===== src/rtl/trap_ctrl_pkg.sv =====
// trap_ctrl_pkg: CSR addresses, mstatus bit positions, exception cause codes,
// the sequencer state encoding and the two mstatus rewrite helpers shared by
// the trap sequencer.
package trap_ctrl_pkg;

    // CSR addresses touched by the trap/mret sequences
    localparam logic [11:0] CSR_MSTATUS = 12'h300;
    localparam logic [11:0] CSR_MTVEC   = 12'h305;
    localparam logic [11:0] CSR_MEPC    = 12'h341;
    localparam logic [11:0] CSR_MCAUSE  = 12'h342;

    // mstatus bit positions
    localparam int MSTATUS_MIE    = 3;
    localparam int MSTATUS_MPIE   = 7;
    localparam int MSTATUS_MPP_HI = 12;
    localparam int MSTATUS_MPP_LO = 11;

    // synchronous exception cause codes raised by execute
    localparam logic [3:0] EXC_ILLEGAL    = 4'd2;
    localparam logic [3:0] EXC_BREAKPOINT = 4'd3;
    localparam logic [3:0] EXC_ECALL      = 4'd11;

    typedef enum logic [2:0] {
        ST_IDLE,
        ST_T_MEPC,
        ST_T_MCAUSE,
        ST_T_MSTATUS,
        ST_T_JUMP,
        ST_R_RD,
        ST_R_WR,
        ST_R_JUMP
    } trap_state_e;

    // Trap entry: stack MIE into MPIE, disable interrupts, record M-mode in MPP.
    function automatic logic [31:0] trap_mstatus(input logic [31:0] ms);
        logic [31:0] v_ms;
        v_ms                                = ms;
        v_ms[MSTATUS_MPIE]                  = ms[MSTATUS_MIE];
        v_ms[MSTATUS_MIE]                   = 1'b0;
        v_ms[MSTATUS_MPP_HI:MSTATUS_MPP_LO] = 2'b11;
        return v_ms;
    endfunction

    // mret: restore MIE from MPIE and set MPIE.
    function automatic logic [31:0] mret_mstatus(input logic [31:0] ms);
        logic [31:0] v_ms;
        v_ms               = ms;
        v_ms[MSTATUS_MIE]  = ms[MSTATUS_MPIE];
        v_ms[MSTATUS_MPIE] = 1'b1;
        return v_ms;
    endfunction

endpackage


===== src/rtl/trap_ctrl.sv =====
// trap_ctrl: machine-mode trap sequencer. Owns the CSR file's single read and
// write ports, sequences mepc/mcause/mstatus updates for exceptions, the timer
// interrupt and mret, and produces the PC redirect. Core CSR accesses pass
// through only while idle; otherwise the pipeline is held.
// Optional build macro TRAP_VECTORED_EN: interrupts with mtvec mode 2'b01 jump
// to base + IRQ_CAUSE[3:0]*4; without it every trap uses the base address.
module trap_ctrl
    import trap_ctrl_pkg::*;
#(
    parameter logic [31:0] IRQ_CAUSE = 32'h8000_0007,
    parameter int          XLEN      = 32
) (
    input  logic            clk,
    input  logic            rst_n,
    input  logic            exc_valid,
    input  logic [3:0]      exc_code,
    input  logic [XLEN-1:0] exc_pc,
    input  logic            mret_valid,
    input  logic            irq,
    input  logic [XLEN-1:0] irq_pc,
    input  logic            glb_int_en,
    input  logic [11:0]     core_csr_rdaddr,
    output logic [XLEN-1:0] core_csr_rddata,
    input  logic            core_csr_wren,
    input  logic [11:0]     core_csr_wraddr,
    input  logic [XLEN-1:0] core_csr_wrdata,
    output logic [11:0]     csr_rdaddr,
    input  logic [XLEN-1:0] csr_rddata,
    output logic            csr_wren,
    output logic [11:0]     csr_wraddr,
    output logic [XLEN-1:0] csr_wrdata,
    output logic            hold,
    output logic            jump_en,
    output logic [XLEN-1:0] jump_addr
);

    trap_state_e     r_state;
    trap_state_e     w_next_state;
    logic [XLEN-1:0] r_pc;
    logic [XLEN-1:0] r_cause;
    logic [XLEN-1:0] r_mstatus;
    logic [XLEN-1:2] r_mtvec_base;
    logic [XLEN-1:0] r_jump_addr;
    logic            w_idle;
    logic            w_take_exc;
    logic            w_take_mret;
    logic            w_take_irq;
    logic            w_take;
    logic [XLEN-1:0] w_trap_base;
    logic [XLEN-1:0] w_trap_target;

    // Requests are only looked at in IDLE; exception beats mret beats interrupt.
    assign w_idle      = (r_state == ST_IDLE);
    assign w_take_exc  = w_idle & exc_valid;
    assign w_take_mret = w_idle & ~exc_valid & mret_valid;
    assign w_take_irq  = w_idle & ~exc_valid & ~mret_valid & irq & glb_int_en;
    assign w_take      = w_take_exc | w_take_mret | w_take_irq;

    assign hold            = ~w_idle | w_take;
    assign core_csr_rddata = csr_rddata;
    assign w_trap_base     = {r_mtvec_base, 2'b00};

`ifdef TRAP_VECTORED_EN
    logic r_vec_irq;

    // Remember whether this trap is an interrupt taken through a vectored mtvec.
    always_ff @(posedge clk or negedge rst_n) begin
        if (!rst_n) begin
            r_vec_irq <= 1'b0;
        end else if (w_take) begin
            r_vec_irq <= w_take_irq;
        end else if (r_state == ST_T_MSTATUS) begin
            r_vec_irq <= r_vec_irq & (csr_rddata[1:0] == 2'b01);
        end
    end

    assign w_trap_target = r_vec_irq
        ? w_trap_base + {{(XLEN-6){1'b0}}, IRQ_CAUSE[3:0], 2'b00}
        : w_trap_base;
`else
    assign w_trap_target = w_trap_base;
`endif

    // State register; reset aborts any sequence in flight.
    always_ff @(posedge clk or negedge rst_n) begin
        // NOTE: state is updated with non-blocking (<=) so every flop samples pre-edge values.
        if (!rst_n) begin
            r_state <= ST_IDLE;
        end else begin
            r_state <= w_next_state;
        end
    end

    // Capture trap pc/cause on take, mstatus and mtvec as their reads return.
    always_ff @(posedge clk or negedge rst_n) begin
        if (!rst_n) begin
            r_pc         <= '0;
            r_cause      <= '0;
            r_mstatus    <= '0;
            r_mtvec_base <= '0;
        end else begin
            if (w_take_exc | w_take_irq) begin
                r_pc    <= w_take_exc ? exc_pc : irq_pc;
                r_cause <= w_take_exc ? {{(XLEN-4){1'b0}}, exc_code} : IRQ_CAUSE;
            end
            if (r_state == ST_T_MCAUSE || r_state == ST_R_WR) begin
                r_mstatus <= csr_rddata;
            end
            if (r_state == ST_T_MSTATUS) begin
                r_mtvec_base <= csr_rddata[XLEN-1:2];
            end
        end
    end

    // Keep the last redirect target visible between jumps.
    always_ff @(posedge clk or negedge rst_n) begin
        if (!rst_n) begin
            r_jump_addr <= '0;
        end else if (jump_en) begin
            r_jump_addr <= jump_addr;
        end
    end

    // Next state plus CSR port mux: core pass-through in idle, sequence otherwise.
    always_comb begin
        // NOTE: every signal gets a default first so no path can infer a latch.
        w_next_state = r_state;
        csr_rdaddr   = core_csr_rdaddr;
        csr_wren     = 1'b0;
        csr_wraddr   = core_csr_wraddr;
        csr_wrdata   = core_csr_wrdata;
        jump_en      = 1'b0;
        jump_addr    = r_jump_addr;

        case (r_state)
            ST_IDLE: begin
                if (w_take_exc | w_take_irq) begin
                    w_next_state = ST_T_MEPC;
                end else if (w_take_mret) begin
                    w_next_state = ST_R_RD;
                end else begin
                    csr_wren = core_csr_wren;
                end
            end
            ST_T_MEPC: begin
                csr_wren     = 1'b1;
                csr_wraddr   = CSR_MEPC;
                csr_wrdata   = r_pc;
                csr_rdaddr   = CSR_MSTATUS;
                w_next_state = ST_T_MCAUSE;
            end
            ST_T_MCAUSE: begin
                csr_wren     = 1'b1;
                csr_wraddr   = CSR_MCAUSE;
                csr_wrdata   = r_cause;
                csr_rdaddr   = CSR_MTVEC;
                w_next_state = ST_T_MSTATUS;
            end
            ST_T_MSTATUS: begin
                csr_wren     = 1'b1;
                csr_wraddr   = CSR_MSTATUS;
                csr_wrdata   = trap_mstatus(r_mstatus);
                w_next_state = ST_T_JUMP;
            end
            ST_T_JUMP: begin
                jump_en      = 1'b1;
                jump_addr    = w_trap_target;
                w_next_state = ST_IDLE;
            end
            ST_R_RD: begin
                csr_rdaddr   = CSR_MSTATUS;
                w_next_state = ST_R_WR;
            end
            ST_R_WR: begin
                csr_wren     = 1'b1;
                csr_wraddr   = CSR_MSTATUS;
                csr_wrdata   = mret_mstatus(csr_rddata);
                csr_rdaddr   = CSR_MEPC;
                w_next_state = ST_R_JUMP;
            end
            ST_R_JUMP: begin
                jump_en      = 1'b1;
                jump_addr    = csr_rddata & ~32'h3;
                w_next_state = ST_IDLE;
            end
            default: begin
                w_next_state = ST_IDLE;
            end
        endcase
    end

endmodule


===== config.mk =====
export PLATFORM = sky130hd
export DESIGN_NAME = trap_ctrl
export DESIGN_NICKNAME = d
export VERILOG_FILES = /design/src/rtl/trap_ctrl_pkg.sv /design/src/rtl/trap_ctrl.sv
export SDC_FILE = /design/constraint.sdc
export NUM_CORES = 1
export LEC_CHECK = 0
export CAP_MARGIN = 20
export CORE_MARGIN = 1.5
export CORE_UTILIZATION = 45
export CTS_BUF_LIST = sky130_fd_sc_hd__clkbuf_8
export CTS_CLUSTER_SIZE = 40
export DETAILED_ROUTE_END_ITERATION = 10
export PLACE_DENSITY = 0.79
export SLEW_MARGIN = 10
export SYNTH_ARGS = -nofsm -noshare
export SYNTH_HDL_FRONTEND = slang
export SYNTH_SLANG_ARGS = --single-unit

===== constraint.sdc =====
create_clock -name clk -period 2.7 [get_ports clk]
set_clock_uncertainty 0.15 [all_clocks]
set_input_delay 0.54 -clock clk [delete_from_list [all_inputs] [get_ports clk]]
set_output_delay 0.54 -clock clk [all_outputs]
set_load 0.05 [all_outputs]

[Word-level counts from Yosys, hierarchy flattened]
Index checks and enable logic that the tools add are counted.
Word-level totals
  register bits: 161
  bits of input ports: 163
Cells by class
  equal/unequal tests: 8
  muxes and demuxes: 13
  bitwise operators: 13
  reductions and logical operators: 6
Operator list (count)
  $pmux W32 S4: 1
  $pmux W12 S3: 2
  $mux W32: 2
  $pmux W32 S2: 1
  $pmux W3 S7: 1
  $eq A3 B3 Y1 const B: 4
  $and A1 B1 Y1: 6
  $eq A3 B2 Y1 const B: 2
  $mux W3: 2
  $reduce_or A2 Y1: 3
  $or A1 B1 Y1: 4
  $reduce_or A4 Y1: 1
  $eq A3 B1 Y1 const B: 1
  $logic_not A3 Y1: 1
  $mux W1: 3
  $ne A3 B1 Y1 const B: 1
  $not A1 Y1: 3
  $pmux W1 S2: 1
  $logic_or A1 B1 Y1: 1

[Longest topological paths before layout]
  depth after elaboration: 8
  gate-level depth with buffers: 6
  mapped depth without buffers: 3

[Least setup slack after synthesis]
Ideal clock, no wire load.
  kind: reg-to-output
  start: register r_state[0]
  end: output csr_wrdata[28]
  data arrival time: 2222 ps
  required time: 2010 ps
  path slack: -212 ps
  stages on the path, launching flop included: 7
  cell sequence: dfrtp_1 -> buf_6 -> buf_2 -> buf_2 -> o21ai_0 -> and3_1 -> a211oi_1
On the way
  longest elaborated chain between the ends: 2
RTL lines
  start: declaration: RTL line trap_ctrl.sv:37  | trap_state_e r_state;
  start signal: assignment: RTL line trap_ctrl.sv:90  | r_state <= w_next_state;
  $eq A3 B3 Y1 (tied with other cells): RTL line trap_ctrl.sv:135  | case (r_state)
  $pmux W32 S4 *: RTL line trap_ctrl.sv:135
  end: declaration: RTL line trap_ctrl.sv:31  | output logic [XLEN-1:0] csr_wrdata,
Mark *: on every way between the ends. The rest lies on a longest branch, timed or not.

[Worst setup path after layout]
  start: register r_state[2]
  end: output csr_wrdata[1]
Same word-level chain as after synthesis.

==> impl_results.md <==
- Placed Cells: 1341
- Iteration-0 DRC Markers: a little over 700
- Setup WS post-layout: -170.6 ps
- Ports: between 200 and 300
- Initial Util: 0.4642
- Mapped Cells: a little under 900
- Slew @ Worst Pin: about 860 ps
- WL final: around 34 mm
- Slowest stage delay, CP: 540 ps
- Sequential area share after synthesis: 0.3879
- Fill count: between 1000 and 1500
- P&R area growth vs syn: 71.67%
- Final hold slack: between 300 and 400 ps
- Top delay family on crit path: flip-flops
- Via density: ~6.3
- Crit path buffers/inverters: 3
- Failing checks: setup timing
- Crit Path Class: register to primary output
- CTS Buf Count: 17
- Unrepaired setup endpoints after global routing: true
- Final GP Congestion: 0.8483
- Hold Crit Class: register to register
- Syn. warnings: 0
- Total Nets Final: 1361
- H-tree levels: 4
- Buffer type at the clock tree root: clkbuf_8
- Vias in the first global route: about 8800
- FF-to-FF path depth: 8
- Hold Path Sink: r_mstatus[16]
- Routed len/inst: 23.76 um
- Total congestion overflow: 0
- Synth area leader: dfrtp_1
- Longest Clk Path Bufs: 2
- Cell area after technology mapping: 0.008452 sq mm
- TNS Setup: -2963 ps
- Post-synth EDFFs: 0
- Yosys reg bits: between 100 and 150
- Post-DP HPWL: about 20 mm
- Final Max Slew Viols: 0
- Pleak: about 6 nW
- Area contributors post-synth: dfrtp_1 (39%), mux2_2 (7.9%), a22oi_1 (5.3%), buf_4 (3.5%), a211o_1 (3.0%)
- Final worst-path cycle share: 1.063
- Hold Vio Cnt, Final: 0
- Hold depth: 1
- Antenna diodes: 0
- Slew margin rel.: 0.4275
- TritonCTS Sinks: roughly 130
- Via count: roughly 9100
- DRC violations left: 0
- Startpoint Class: register
- Die W: 140.0 um
- Maximum VDD drop: approximately 0.0016 V
- Yosys top cell area share: 0.3879
- Mean Syn Cell Area: ~9.5 sq um
- Max cap viols: 0
- Critical-path cell list: buf_12, clkbuf_16, mux2i_1, a211oi_1, a21o_1, buf_12
- Setup crit end kind: primary output
- Power, Total: between 20 and 25 mW
- Site Rows: between 40 and 50
- PortBufs: 285
- CTS tree: yes
- Asr flop ratio synth: 1.000
- Synth cell types: 51
- RR Endpoint: r_pc[16]
- Core Box Area: about 0.018 sq mm
- Peak Freq: 348.4 MHz
- Initial antenna violation count: 0
- Min-delay src: r_mstatus[16]
- Most common cell after layout, fill and taps aside: clkdlybuf4s50_1
- Slowest cell on the critical path: dfrtp_4
- Die height: 140.0 um
- Synth Flop Type: dfrtp_1
- Setup slack, reg-to-reg: about 70 ps
- GRT Total Usage: 0.3134
- DR pass1 iterations: 5
- Layout cells sized above 1: 0.3856
- Die ar.: 0.01961 sq mm
- Most common cell type on the critical path: buf_12
- Fin cells: between 1000 and 1500
- Clk Latency, worst-skew pair: roughly 450 ps
- Post-synth net total: 1053
- Clk pin slew, worst setup/hold paths: 70 ps
- PD cells: between 1500 and 2000 mW/mm^2
- Place WS: ~12 ps
- Crit path DAT: around 2200 ps
- Commonest non-fill, non-tap cells in the layout: clkdlybuf4s50_1 (161), dfrtp_1 (128), buf_12 (95)
- WP data required: around 2000 ps
- R2R Path Start: r_state[1]
- Run status: finished with violations
- Fin crit period: between 2000 and 3000 ps
- First-pass GRT wire length: 48.33 mm
- CP max FO: 8
- # setup viols final: 58
- Final ANT Viol Nets: 0
- Largest net degree at the start of global routing: between 50 and 60
==> area by class of cell <==
class	instances	area, sq um	share of cell area
multi-input cells	602	5027	0.3465
inverters	34	143.9	0.009917
clock buffers	21	289.0	0.01992
clock inverters	11	110.1	0.007589
flip-flops and latches	131	3289	0.2267
well taps	229	286.5	0.01975
repair buffers	412	5363	0.3696
==> what timing repair did <==
| action | in CTS | in global routing |
|---|---|---|
| pin swaps | 97 | 52 |
| hold endpoints to repair | 41 | 0 |
| gates cloned | 10 | 12 |
| buffers inserted | 28 | 20 |
| hold buffers | 1 | 0 |
| setup endpoints to repair | 76 | 88 |
| resized for setup | 116 | 110 |
==> metrics by stage <==
stage	util	cell area, sq um
detailed placement	0.6713	12220
floorplan	-	8517
finish	0.7968	14510
CTS	0.7481	13620
global placement	0.6713	12220
global route	0.7968	14510
==> Yosys cell counts, types with 22 or more instances <==
library cell  count
mux2_2           59
nor2_1           34
o2bb2ai_1        22
dfrtp_1         131
buf_4            39
a211oi_1         28
and3_1           25
and2_1           38
clkbuf_1         32
a22oi_1          60
nand3b_1         29
nand2_1          35
a31oi_1          22
buf_2            43
o22ai_1          36
nor3b_1          29
o21ai_0          33
inv_1            33
a211o_1          29
o211ai_1         29
==> power breakdown <==
part	leakage (nW)	switching (mW)	internal, mW
Combinational	4.29	9.98	8.50
Sequential	1.59	0.715	2.96
Clock	0.206	0.821	0.905
==> routing by layer <==
layer	up-vias	track usage	wire length (um)
li1	3944	-	-
met1	4527	0.3858	12830
met4	0	0.1191	1393
met3	101	0.08137	2841
met2	546	0.5292	17150
met5	-	0	0
==> flip-flops by register name, indices dropped and copies added (netlist names) <==
register      flops
r_pc             32
r_mstatus        29
r_mtvec_base     30
r_cause           5
r_state           3
r_jump_addr      32
==> cell families after synthesis <==
kind of cell / share of synthesized area
xor+xnor: 0.001036
simple gates: 0.1590
flops: 0.3879
compound gates: 0.2531
buf+inv: 0.09889
mux: 0.1001
==> how the worst max path moves through the flow <==
stage | endpoint | from | slack (ps) | depth (start not counted)
floorplan | csr_wrdata[21] | r_state[0] | -210 | 6
global placement | csr_wrdata[14] | csr_rddata[14] | 10 | 5
detailed placement | csr_wrdata[14] | csr_rddata[14] | 10 | 5
CTS | jump_addr[31] | r_state[2] | -90 | 6
global route | csr_wrdata[1] | r_state[2] | -240 | 6
finish | csr_wrdata[1] | r_state[2] | -170 | 6
Note: power is estimated with default switching activity, not from simulation.
